**src/rtl/vec_chunk_server.sv**
```systemverilog
// vec_chunk_server: buffers an int8 input vector loaded from a byte stream,
// serves it to the MV-product engine as WORKING_REGS-wide chunks, captures the
// engine's per-row result bytes and drains them downstream with backpressure.
//
//   state   | meaning
//   --------+-------------------------------------------------------------
//   S_LOAD  | accepting input vector bytes from upstream
//   S_START | one-cycle chunk_ready pulse to the engine, pointers cleared
//   S_SERVE | presenting chunk at ptr, capturing result byte writes
//   S_DRAIN | streaming the captured result vector downstream
module vec_chunk_server #(
  parameter int VEC_LENGTH   = 8,
  parameter int OUT_LENGTH   = 8,
  parameter int WORKING_REGS = 4
) (
  input  logic                                clk_in,
  input  logic                                rst_in,
  input  logic                                load_valid,
  input  logic signed [7:0]                   load_data,
  output logic                                load_ready,
  output logic                                chunk_ready,
  output logic signed [WORKING_REGS*8-1:0]    chunk_data,
  input  logic                                req_chunk_in,
  input  logic                                req_chunk_ptr_rst,
  input  logic                                req_chunk_out,
  input  logic signed [7:0]                   write_in_data,
  output logic                                res_valid,
  output logic signed [7:0]                   res_data,
  output logic                                res_last,
  input  logic                                res_ready
);

  localparam int NCHUNKS = (VEC_LENGTH + WORKING_REGS - 1) / WORKING_REGS;
  localparam int LW      = $clog2(VEC_LENGTH + 1);
  localparam int OW      = $clog2(OUT_LENGTH + 1);
  localparam int PW      = $clog2(NCHUNKS + 1);

  localparam logic [LW-1:0] LOAD_LAST = LW'(VEC_LENGTH - 1);
  localparam logic [OW-1:0] OUT_LAST  = OW'(OUT_LENGTH - 1);
  localparam logic [PW-1:0] PTR_LAST  = PW'(NCHUNKS - 1);

  typedef enum logic [1:0] {S_LOAD, S_START, S_SERVE, S_DRAIN} state_e;

  state_e          state_q;
  logic [LW-1:0]   load_idx_q;
  logic [OW-1:0]   out_idx_q;
  logic [OW-1:0]   drain_idx_q;
  logic [PW-1:0]   ptr_q;
  logic [7:0]      vec_q [VEC_LENGTH];
  logic [7:0]      res_q [OUT_LENGTH];

  // Vector storage widened to whole chunks; lanes past the vector read as zero.
  logic [NCHUNKS*WORKING_REGS*8-1:0] vec_pad;

  for (genvar e = 0; e < NCHUNKS * WORKING_REGS; e++) begin : g_pad
    if (e < VEC_LENGTH) begin : g_el
      assign vec_pad[e*8 +: 8] = vec_q[e];
    end else begin : g_zero
      assign vec_pad[e*8 +: 8] = 8'h00;
    end
  end

  // Control FSM plus all counters and storage; reset clears everything.
  always_ff @(posedge clk_in) begin
    if (rst_in) begin
      state_q     <= S_LOAD;
      load_idx_q  <= '0;
      out_idx_q   <= '0;
      drain_idx_q <= '0;
      ptr_q       <= '0;
      for (int k = 0; k < VEC_LENGTH; k++) vec_q[k] <= '0;
      for (int k = 0; k < OUT_LENGTH; k++) res_q[k] <= '0;
    end else begin
      case (state_q)
        S_LOAD: begin
          if (load_valid) begin
            for (int k = 0; k < VEC_LENGTH; k++)
              if (int'(load_idx_q) == k) vec_q[k] <= load_data;
            if (load_idx_q == LOAD_LAST) begin
              load_idx_q <= '0;
              state_q    <= S_START;
            end else begin
              load_idx_q <= load_idx_q + 1'b1;
            end
          end
        end
        S_START: begin
          ptr_q     <= '0;
          out_idx_q <= '0;
          state_q   <= S_SERVE;
        end
        S_SERVE: begin
          // Rewind wins over advance when both arrive together.
          if (req_chunk_ptr_rst) begin
            ptr_q <= '0;
          end else if (req_chunk_in) begin
            ptr_q <= (ptr_q == PTR_LAST) ? '0 : ptr_q + 1'b1;
          end
          if (req_chunk_out) begin
            for (int k = 0; k < OUT_LENGTH; k++)
              if (int'(out_idx_q) == k) res_q[k] <= write_in_data;
            if (out_idx_q == OUT_LAST) begin
              out_idx_q   <= '0;
              drain_idx_q <= '0;
              state_q     <= S_DRAIN;
            end else begin
              out_idx_q <= out_idx_q + 1'b1;
            end
          end
        end
        S_DRAIN: begin
          if (res_ready) begin
            if (drain_idx_q == OUT_LAST) begin
              drain_idx_q <= '0;
              load_idx_q  <= '0;
              state_q     <= S_LOAD;
            end else begin
              drain_idx_q <= drain_idx_q + 1'b1;
            end
          end
        end
        default: state_q <= S_LOAD;
      endcase
    end
  end

  // Chunk mux: selects the chunk addressed by the registered pointer.
  always_comb begin
    chunk_data = '0;
    for (int c = 0; c < NCHUNKS; c++)
      if (int'(ptr_q) == c) chunk_data = vec_pad[c*WORKING_REGS*8 +: WORKING_REGS*8];
  end

  // Drain mux: result byte addressed by the registered drain index.
  always_comb begin
    res_data = '0;
    for (int k = 0; k < OUT_LENGTH; k++)
      if (int'(drain_idx_q) == k) res_data = res_q[k];
  end

  assign load_ready  = (state_q == S_LOAD);
  assign chunk_ready = (state_q == S_START);
  assign res_valid   = (state_q == S_DRAIN);
  assign res_last    = (state_q == S_DRAIN) && (drain_idx_q == OUT_LAST);

endmodule

```
**config.mk**
```make
export PLATFORM = sky130hd
export DESIGN_NAME = vec_chunk_server
export DESIGN_NICKNAME = d
export VERILOG_FILES = /design/src/rtl/vec_chunk_server.sv
export SDC_FILE = /design/constraint.sdc
export NUM_CORES = 1
export LEC_CHECK = 0
export ABC_AREA = 1
export CAP_MARGIN = 10
export CELL_PAD_IN_SITES_DETAIL_PLACEMENT = 1
export CELL_PAD_IN_SITES_GLOBAL_PLACEMENT = 2
export CORE_UTILIZATION = 32
export DETAILED_ROUTE_END_ITERATION = 12
export GPL_TIMING_DRIVEN = 0
export PLACE_DENSITY = 0.81
export SYNTH_ARGS = -nofsm -noshare
export SYNTH_HDL_FRONTEND = slang
export SYNTH_SLANG_ARGS = --single-unit
export TNS_END_PERCENT = 10
```
**constraint.sdc**
```tcl
create_clock -name clk_in -period 1.9 [get_ports clk_in]
set_input_delay 0.38 -clock clk_in [delete_from_list [all_inputs] [get_ports clk_in]]
set_output_delay 0.38 -clock clk_in [all_outputs]
set_load 0.1 [all_outputs]
```
* Word level (Yosys, flattened, before mapping)
Memories as Yosys holds them, arrays and structs flattened.
Index checks and enable logic that the tools add are counted.
W data, S select, Z words.
** Cells by class
- Equal/unequal tests :: 36
- Bitwise operators :: 16
- Reductions and logical operators :: 14
- Mux-type cells :: 132
- Add/sub/neg operators :: 4
** Operators with widths (number)
- $mux W8 :: 24
- $mux W1 :: 82
- $mux W32 :: 2
- $eq A4 B4 Y1 const B :: 12
- $mux W4 :: 10
- $eq A4 B3 Y1 const B :: 9
- $pmux W4 S2 :: 3
- $mux W2 :: 9
- $or A1 B1 Y1 :: 16
- $add A4 B1 Y4 const B :: 3
- $eq A4 B2 Y1 const B :: 3
- $logic_not A4 Y1 :: 3
- $pmux W2 S4 :: 1
- $reduce_and A4 Y1 :: 2
- $eq A2 B2 Y1 const B :: 3
- $ne A2 B1 Y1 const B :: 3
- $ne A2 B2 Y1 const B :: 3
- $reduce_and A6 Y1 :: 1
- $reduce_bool A2 Y1 :: 3
- $eq A2 B1 Y1 const B :: 2
- $logic_not A2 Y1 :: 2
- $pmux W2 S2 :: 1
- $reduce_and A2 Y1 :: 2
- $ne A3 B3 Y1 const B :: 1
- other kinds (2) :: 2
** Storage, ports and cells
- Memories :: 2
- Bits of input ports :: 23
- Bits in registers :: 16
- Output and inout bits :: 44
- Memory bits (writable) :: 128
- Word-level logic and storage cells :: 209
** Memories
- res_q :: depth 8, bits a word 8, rd ports 8, clocked after memory_dff 0, write ports 8, line 50 : logic [7:0] res_q [OUT_LENGTH];
- vec_q :: depth 8, bits a word 8, rd ports 8, clocked after memory_dff 0, write ports 8, line 49 : logic [7:0] vec_q [VEC_LENGTH];

* Longest topological paths before layout
Gate-level depths: netlist of the first run.
- Word-level depth :: 9
- Depth in mapped cells :: 13
- Gate-level depth less buffers :: 11

* Worst setup path before layout of the first run
No wires, ideal clock.
- Path type :: register to output
- From :: reg state_q[0]
- To :: out res_last
- Path slack :: -1.260 ns
- Arrival time :: 2.780 ns
- Stages on the path, launching flop included :: 4
- Data required time :: 1.520 ns
- Cells stage by stage :: dfxtp_1 ha_1 inv_1 nor2_1
** On the way
- Longest elaborated chain between the ends :: 2
** Ends and longest elaborated chain
- start: declaration :: line 44 : state_e state_q;
- start signal: assignment :: line 66 : state_q <= S_LOAD;
- start signal: assignment :: line 81 : state_q <= S_START;
- start signal: assignment :: line 90 : state_q <= S_SERVE;
- $eq A2 B2 Y1
- net res_valid :: line 27 : output logic res_valid,
- $logic_and A1 B1 Y1 :: line 144 : assign res_last = (state_q == S_DRAIN) && (drain_idx_q == OUT_LAST);
- end: declaration :: line 29 : output logic res_last,
The timed path passes the listed nets, and every way through them passes these cells.

* Final worst setup path of the first run
- From :: reg drain_idx_q[1]
- To :: out res_data[0]
** On the way
- Longest elaborated chain between the ends :: 9
** Ends and longest elaborated chain
- start: declaration :: line 47 : logic [OW-1:0] drain_idx_q;
- start signal: assignment :: line 118 : drain_idx_q <= drain_idx_q + 1'b1;
- $logic_not A4 Y1 :: line 138 : if (int'(drain_idx_q) == k) res_data = res_q[k];
- $mux W8 (7 in series) :: line 138
- $mux W8 * :: line 138
- end: declaration :: line 28 : output logic signed [7:0] res_data,
Every way passes the cells marked *; elsewhere a longest branch is shown, timed or not.

==> flow_summary.ini, run 1 <==
[logic_synthesis]
synth_adder_area_share = 0.02838
netlist_area_um2 = 7053
synthXorXnorAreaFrac = 0.002484
yosysTopAreaCell = edfxtp_1
yosys.area.top_type_share = 0.5450
postSynthAreaPerCell_um2 = 8.883
postSynthCellCount = 794
ys_seq_area_frac = 0.5904
synth_cell_types = 26
synth_area_leaders = edfxtp_1 54%, nand2_1 9.4%, nor2_1 8.5%, nand3_1 7.7%, inv_1 4.6%
yosys_warnings = 0
synthSimpleGateAreaFrac = 0.2927
ys_ff_latch = 144
syn-num-nets = 833
synth_compound_area_frac = 0.01969
synth_top_family_by_area = simple AND/OR/NAND/NOR gates
synth_mux_area_frac = 0

[timing]
relSlewSlack = 0.5276
drv_slew = 0
finalHoldViolCount = 0
fin_ws_ps = -540.8
min_period_ps = 2441
worst_clock_skew_ps = 9.668
final-setup-viol-count = 27
final.setup.tns_ps = -4752
worst_pin_slew_ps = 708.6
fmax_mhz = 409.7
rsz0062_at_grt = true
fin_crit_sh = 1.285

[clock_network]
cts_buffer_depth = 2
cts_tree = yes
numCtsBuffers = 17
cts_sinks = 144
cts_root_buf = clkbuf_16
clk_pin_slew_ps = 60
htree_levels = 4
clock_latency_ps = 420

[setup_path]
endpoint_kind = output pin
critical_path_class = reg -> out
cp.arrival_ps = 2060
cp_data_required_time_ps = 1520
crit_fanout = 10
startpoint_type = flop

[place]
io_buffers = 66
gp_congestion = 0.7657
dp_hpwl_um = 14450

[layout]
drive_above_1_share = 0.3294
fin_nets = 956
final_common_cell = nor2_1
area_growth_pct = 47.40
layout_common_cells = 140 x nor2_1, 128 x edfxtp_1, 106 x nand2_1
insertedDiodeCount = 0
fin_util = 0.4884

[floorplan]
rows = 53
die_h_um = 150.5
dieWidth_um = 150.5
die_area_um2 = 22640
start_util = 0.3313
ios = 67
core_um2 = 21290

[power_and_ir_drop]
finalPower_mw = 10.58
power_frac_comb = 0.342
p_int_mw = 6.668
worst_ir_drop_vdd_mv = 0.7047
p_sw_frac = 0.3695
p_switching_mw = 3.908
p_per_area_nw_per_um2 = 1017
leakagePower_nw = 4.308
p_seq_frac = 0.363
clockPowerShare = 0.296

[routing]
drc = 0
dr.pass1.iters = 4
via_count = 5843
drt_iter0_drc = 252
drt-wirelength-per-cell_um = 18.08
viasPerCell = 4.853
wirelength_um = 21770
drtAntennaViolNets = 0

[global_routing]
grt_overflow_total = 0
grt_pass1_wl_um = 32470
grt_pass1_vias = 6070
grt_max_degree = 17
antenna_found_initial = 0
grtUsageTotal = 0.1951

[hold_path]
hold_class = reg -> reg

[outcome]
violations = negative setup slack
outcome = finished with violations

[run]
maxCapViolations = 0
[synthesized netlist by cell type]
| cell | n |
|---|---|
| nand2_1 | 177 |
| nor2_1 | 159 |
| edfxtp_1 | 128 |
| nand3_1 | 109 |
| inv_1 | 86 |
| nor3_1 | 21 |
| clkbuf_1 | 18 |
| dfxtp_1 | 16 |
| ha_1 | 16 |
| a21oi_1 | 12 |
| buf_2 | 11 |
| o21ai_0 | 9 |
| nand3b_1 | 8 |
| or2_2 | 8 |
| nand4_1 | 3 |
| buf_4 | 2 |
| o21ai_2 | 2 |
| a211oi_1 | 1 |
| a31o_2 | 1 |
| buf_1 | 1 |
| clkinv_1 | 1 |
| nor2_2 | 1 |
| nor2_4 | 1 |
| or3_1 | 1 |
| xnor2_1 | 1 |
| xor2_1 | 1 |
[metal layers]
metal | GRT usage | vias up | part of all wire
met5 | 0 | - | 0
met4 | 0.05000 | 0 | 0.015
met3 | 0.03758 | 29 | 0.032
met2 | 0.3671 | 94 | 0.55
met1 | 0.2236 | 2870 | 0.40
li1 | - | 2850 | -
[final timing paths]
kind / start / end / slack [ps] / depth (start not counted)
max: drain_idx_q[1] / res_data[0] / -540 / 10
min: load_idx_q[1] / load_idx_q[1] / 500 / 2
max reg2reg: state_q[0] / res_q[1][20] / 0 / 7
min reg2reg: load_idx_q[1] / load_idx_q[1] / 500 / 2
[through the flow]
step           hold WS [ps]  std cells  instance area, um2  setup slack (ps)
5_1_grt               534.7       1204               10400            -652.3
6_report              502.9       1204               10400            -540.8
3_3_place_gp          489.9       1135                8228             -1507
3_5_place_dp          502.8       1137                8238             -1535
4_1_cts               498.5       1188                9811            -646.5
2_1_floorplan         471.4        794                7223            -125.8
[final cells by class]
class	instances	area [um2]
repair buffers	108	1468
inverters	87	340.3
multi-input cells	531	3216
plain buffers	28	306.5
well taps	275	344.1
clock buffers	18	429.2
flip-flops and latches	144	4182
clock inverters	13	111.4
fillers	2312	10890
[critical path, stage by stage, from the launching register on]
cell     delay, ps
dfxtp_4        360
buf_4          140
ha_4           170
buf_8          140
nand3_4        120
buf_8          140
nor2_1          50
nor2_1         160
nand2_4         90
nand2_8         80
buf_12         160
[what timing repair did]
| item | CTS | global route |
|---|---|---|
| gates resized for setup | 529 | 134 |
| buffers inserted | 19 | 16 |
| endpoints found under the setup margin | 168 | 135 |
| cloned | 2 | 3 |
| pin swaps | 48 | 75 |
| hold buffers | 0 | 0 |
[kinds of logic after synthesis]
family	Yosys count
AOI/OAI and AO/OA	25
xor gates and xnor gates	2
adders and majority gates	16
buffers and inverters	119
DFF	144
and+or+nand+nor	488
[power by group through the flow]
stage	Sequential (mW)	Combinational [mW]	Clock [mW]
floorplan	3.85	2.21	0
global placement	3.87	2.90	0
detailed placement	3.88	2.93	0
CTS	3.83	3.45	3.17
global route	3.86	3.80	3.27
finish	3.84	3.61	3.13
[flip-flops by register name, indices dropped and copies added (netlist names)]
register and flops:
res_q 64, vec_q 64, drain_idx_q 4, load_idx_q 4, out_idx_q 4, ptr_q 2, state_q 2
(Power assumes the default switching activity.)
==> run 2, diff against run 1 <==
--- a/config.mk
+++ b/config.mk
@@ -16,4 +16,3 @@
 export SYNTH_ARGS = -nofsm -noshare
 export SYNTH_HDL_FRONTEND = slang
 export SYNTH_SLANG_ARGS = --single-unit
-export TNS_END_PERCENT = 10
==> run 2 against run 1 <==
Effect of this change: clock skew is 1.3 ps higher; largest power group is now combinational logic; total power rose by 5.9%; non-clock buffer count increased by 5; sequential power increased by 1%; clock power rose by 9.3%; global-route usage rose by 1.9 points; via count is 6.2% higher; die area stayed put; critical path type unchanged; wire length rose by 20%; the flow still finishes with violations (negative setup slack); sequential cell count is the same.
==> flow_summary.ini, run 2 (synthesized netlist as in run 1, its figures left out) <==
[setup_path]
critical_path_class = reg -> out
endpoint_kind = output pin
crit_fanout = 7
path_cells = buf_6 > ha_4 > buf_8 > nand3_4 > clkbuf_16 > nor2_2 > nor2_2 > nand2_4 > nand2_8 > buf_12
slowest_stage = dfxtp_4
cp_data_required_time_ps = 1520
cpMostUsedCell = nor2_2
cpPeakStageDelay_ps = 360
startpoint_type = flop
cp.arrival_ps = 2060

[routing]
drtAntennaViolNets = 0
drc = 0
drt_iter0_drc = 373
wirelength_um = 26120
viasPerCell = 5.143
via_count = 6207
dr.pass1.iters = 4
drt-wirelength-per-cell_um = 21.64

[clock_network]
cts_sinks = 144
clk_pin_slew_ps = 60
htree_levels = 4
clock_latency_ps = 440
postCtsHoldBufs = 0
cts_buffer_depth = 2
numCtsBuffers = 17
cts_tree = yes
cts_root_buf = clkbuf_16

[timing]
min_period_ps = 2439
final-setup-viol-count = 41
whs_ps = 510.0
fin_ws_ps = -539.1
worst_clock_skew_ps = 10.99
worst_pin_slew_ps = 744.0
drv_slew = 0
rsz0062_at_grt = true
finalHoldViolCount = 0
fmax_mhz = 410.0
relSlewSlack = 0.5040
fin_crit_sh = 1.284

[layout]
layout_common_cells = 137 x nor2_1, 128 x edfxtp_1, 91 x nand2_1
reg_top3 = res_q: 64 flops, vec_q: 64 flops
final_common_cell = nor2_1
fin_util = 0.5319
insertedDiodeCount = 0
area_growth_pct = 60.55
fillers = 2215
finalNonFillerCells = 1207
finalInstanceArea_um2 = 11320
fin_nets = 961
drive_above_1_share = 0.4034

[place]
dp_hpwl_um = 14470
io_buffers = 66
gp_congestion = 0.7653
preCtsSetupSlack_ps = -1451
place_area_um2 = 8363
placed_cells = 1136

[outcome]
violations = negative setup slack
outcome = finished with violations

[floorplan]
core_um2 = 21290
rows = 53
ios = 67
die_h_um = 150.5
die_area_um2 = 22640
start_util = 0.3313
dieWidth_um = 150.5

[global_routing]
grt_pass1_wl_um = 35220
grt_pass1_vias = 6330
grt_max_degree = 17
grtUsageTotal = 0.2138
antenna_found_initial = 0
grt_overflow_total = 0

[power_and_ir_drop]
worst_ir_drop_vdd_mv = 0.8065
leakagePower_nw = 4.565
p_per_area_nw_per_um2 = 989.5

[run]
maxCapViolations = 0

[hold_path]
hold_class = reg -> reg
run 2: per-layer routing:
layer  GRT usage  wire length (um)  vias to the layer above
met5           0                 0                        -
met4     0.06970               820                        0
met3     0.03879               833                       48
met2      0.3942             14270                      141
met1      0.2474             10200                     3144
li1            -                 -                     2874
run 2: timing repair:
action,CTS,global route
gates cloned,7,4
pin swaps,60,81
setup buffers,23,12
setup endpoints to repair,167,188
gates resized for setup,565,177
endpoints found under the hold margin,0,0
run 2: worst max-delay path: cells and delay by family, from the launching register on:
kind | cells | cell delay [ps]
fa+ha+maj | 1 | 170
buf+inv | 4 | 600
flops | 1 | 360
simple gates | 5 | 480
run 2: worst paths after layout:
kind,start,endpoint,slack (ps),depth (start not counted)
setup / recovery,drain_idx_q[1],res_data[6],-540,10
hold / removal,load_idx_q[0],load_idx_q[0],510,2
setup reg to reg,state_q[0],vec_q[0][26],50,6
hold reg to reg,load_idx_q[0],load_idx_q[0],510,2
run 2: final cells by class:
type,count,area (um2),area share
Tap cell,275,344.1,0.03039
Inverter,87,342.8,0.03028
Buffer,28,374.1,0.03304
Multi-Input combinational cell,531,3844,0.3394
Clock inverter,12,146.4,0.01293
Clock buffer,17,425.4,0.03757
Timing Repair Buffer,113,1665,0.1471
Sequential cell,144,4182,0.3693
run 2: per-stage QoR:
step                TNS [ps]  total power [mW]
global placement     -131330             6.843
global route           -9517             11.54
floorplan             -41.65             6.140
CTS                    -6589             10.81
detailed placement   -128400             6.875
finish                 -7309             11.21
run 2: power breakdown:
part / switching, mW / internal (mW) / total (mW)
Clock: 1.39 / 2.03 / 3.42
Sequential: 0.167 / 3.72 / 3.89
Combinational: 2.62 / 1.27 / 3.90
==> run 3, diff against run 2 <==
--- a/config.mk
+++ b/config.mk
@@ -9,6 +9,7 @@
 export CAP_MARGIN = 10
 export CELL_PAD_IN_SITES_DETAIL_PLACEMENT = 1
 export CELL_PAD_IN_SITES_GLOBAL_PLACEMENT = 2
+export CORE_ASPECT_RATIO = 1.1
 export CORE_UTILIZATION = 32
 export DETAILED_ROUTE_END_ITERATION = 12
 export GPL_TIMING_DRIVEN = 0
==> run 3 against run 2 <==
Effect of this change: the flow still finishes with violations (negative setup slack); non-clock buffer count up 15; global-route usage down 0.54 points; critical path depth up 1; maximum frequency down 0.84%; clock skew up 5.1 ps; sequential cell count unchanged; sequential share of layout area down 0.15 points; final area up 0.42%; via count up 0.11%; worst hold slack worse by 6.1 ps; sequential power about the same; count of clock-buffer cells in the layout unchanged; largest cell class unchanged; highest routed layer unchanged.
==> flow_summary.ini, run 3 (synthesized netlist as in run 1, its figures left out) <==
[outcome]
violations = negative setup slack
outcome = finished with violations

[clock_network]
clock_latency_ps = 440
cts_root_buf = clkbuf_16
cts_sinks = 144
postCtsHoldBufs = 0
htree_levels = 4
clk_pin_slew_ps = 60
cts_tree = yes
cts_buffer_depth = 2
numCtsBuffers = 17

[hold_path]
min_path_cells = 2
hold_class = reg -> reg
worstHoldStart = load_idx_q[0]
hold_end = load_idx_q[0]

[place]
placed_cells = 1151
dp_hpwl_um = 14520
place_area_um2 = 8382
gp_congestion = 0.7639
preCtsSetupSlack_ps = -1463
io_buffers = 66

[timing]
final-setup-viol-count = 42
min_period_ps = 2460
finalHoldViolCount = 0
fin_ws_ps = -559.8
final.setup.tns_ps = -6542
relSlewSlack = 0.5762
worst_pin_slew_ps = 635.7
worst_clock_skew_ps = 16.07
drv_slew = 0
fin_crit_sh = 1.295
fmax_mhz = 406.5
rsz0062_at_grt = true

[global_routing]
grtUsageTotal = 0.2084
antenna_found_initial = 0
grt_max_degree = 17
grt_overflow_total = 0
grt_pass1_vias = 6292
grt_pass1_wl_um = 34320

[power_and_ir_drop]
finalPower_mw = 11.38
p_switching_mw = 4.330
worst_ir_drop_vdd_mv = 0.8314
clockPowerShare = 0.308
p_sw_frac = 0.3805
p_per_area_nw_per_um2 = 1001
p_int_mw = 7.048
power_frac_comb = 0.351
p_seq_frac = 0.341
leakagePower_nw = 4.641

[setup_path]
cp.buffers_inverters = 2
path_cells = nor2_2 > buf_6 > nand3_1 > nand3_2 > nand2_2 > nand2_2 > nand2_1 > nand2_1 > nand2_2 > nand2_8 > buf_12
cpMostUsedCell = nand2_2
cp_top_family = simple AND/OR/NAND/NOR gates
reg2reg_depth = 6
cpPeakStageDelay_ps = 410
cp_data_required_time_ps = 1520
cp.arrival_ps = 2080
endpoint_kind = output pin
r2r-start = load_idx_q[2]
startpoint_type = flop
critical_path_class = reg -> out
r2r_slack_ps = 20
rr_endpoint = vec_q[1][1]
slowest_stage = dfxtp_2
crit_fanout = 7

[routing]
via_count = 6214
drt-wirelength-per-cell_um = 20.91
drc = 0
dr.pass1.iters = 5
drtAntennaViolNets = 0
drt_iter0_drc = 334
wirelength_um = 25970
viasPerCell = 5.003

[layout]
layout_common_cells = 140 x nor2_1, 128 x edfxtp_1, 95 x nand2_1
reg_top3 = res_q: 64 flops, vec_q: 64 flops
finalInstanceArea_um2 = 11370
area_growth_pct = 61.22
multi_input_area_um2 = 3687
fillers = 2288
insertedDiodeCount = 0
final_common_cell = nor2_1
finalNonFillerCells = 1242
drive_above_1_share = 0.3971
ff_latch_area_um2 = 4182
fin_nets = 978

[floorplan]
ios = 67
dieWidth_um = 143.6
rows = 56
die_h_um = 157.7
core_um2 = 21440
die_area_um2 = 22640
start_util = 0.3290

[run]
maxCapViolations = 0
## run 3: cell count changes in the layout (fill, tap and decap cells not counted), sizes merged
| cell | before | now |
|---|---|---|
| nor2 | 161 | 162 |
| inv | 86 | 92 |
| clkinv | 8 | 5 |
| buf | 103 | 119 |
| bufinv | 3 | 2 |
| clkinvlp | 2 | 4 |
| clkbuf | 33 | 32 |
## run 3: worst max path at each step
stage	startpoint	to	slack, ps	depth (start not counted)
2_1_floorplan	state_q[1]	out_idx_q[2]	-40	7
3_3_place_gp	drain_idx_q[0]	res_data[7]	-1480	7
3_5_place_dp	drain_idx_q[0]	res_data[7]	-1460	7
4_1_cts	drain_idx_q[0]	res_data[0]	-580	12
5_1_grt	drain_idx_q[2]	res_data[6]	-650	11
6_report	drain_idx_q[2]	res_data[7]	-560	11
## run 3: layout make-up
| class | instances | share of cell area |
|---|---|---|
| multi-input combinational | 532 | 0.3243 |
| clock inverter | 15 | 0.01507 |
| timing repair buffer | 129 | 0.1602 |
| timing repair inverter | 1 | 0.001430 |
| inverter | 87 | 0.03081 |
| buffer | 27 | 0.03114 |
| tap | 290 | 0.03191 |
| sequential | 144 | 0.3677 |
| clock buffer | 17 | 0.03741 |
## run 3: worst min-delay path: stages (launching register included)
cell     delay, ps
dfxtp_1        330
nand2_1         70
a21oi_1         50
## run 3: what timing repair did
action / in CTS / in global routing
gates resized for setup: 549 / 177
gates cloned: 4 / 11
setup buffers: 22 / 29
endpoints found under the setup margin: 143 / 146
pin swaps: 34 / 74
## run 3: routing by layer
layer	track usage	wire, um	vias up
met2	0.3895	14330	145
met1	0.2345	10280	3113
li1	-	-	2908
met5	0	0	-
met3	0.03267	641	48
met4	0.08359	710	0
## run 3: stage by stage
stage            util  hold slack, ps
6_report       0.5303           503.8
5_1_grt        0.5303           563.2
4_1_cts        0.4799           507.8
3_5_place_dp   0.3909           485.8
3_3_place_gp   0.3906           480.1
2_1_floorplan       -           459.4
## run 3: power by group through the flow
| stage | logic, mW | registers [mW] | clock network, mW |
|---|---|---|---|
| 5_1_grt | 4.17 | 3.90 | 3.64 |
| 3_5_place_dp | 3.01 | 3.88 | 0 |
| 2_1_floorplan | 2.29 | 3.85 | 0 |
| 4_1_cts | 3.56 | 3.84 | 3.47 |
| 6_report | 3.99 | 3.88 | 3.51 |
| 3_3_place_gp | 2.98 | 3.86 | 0 |
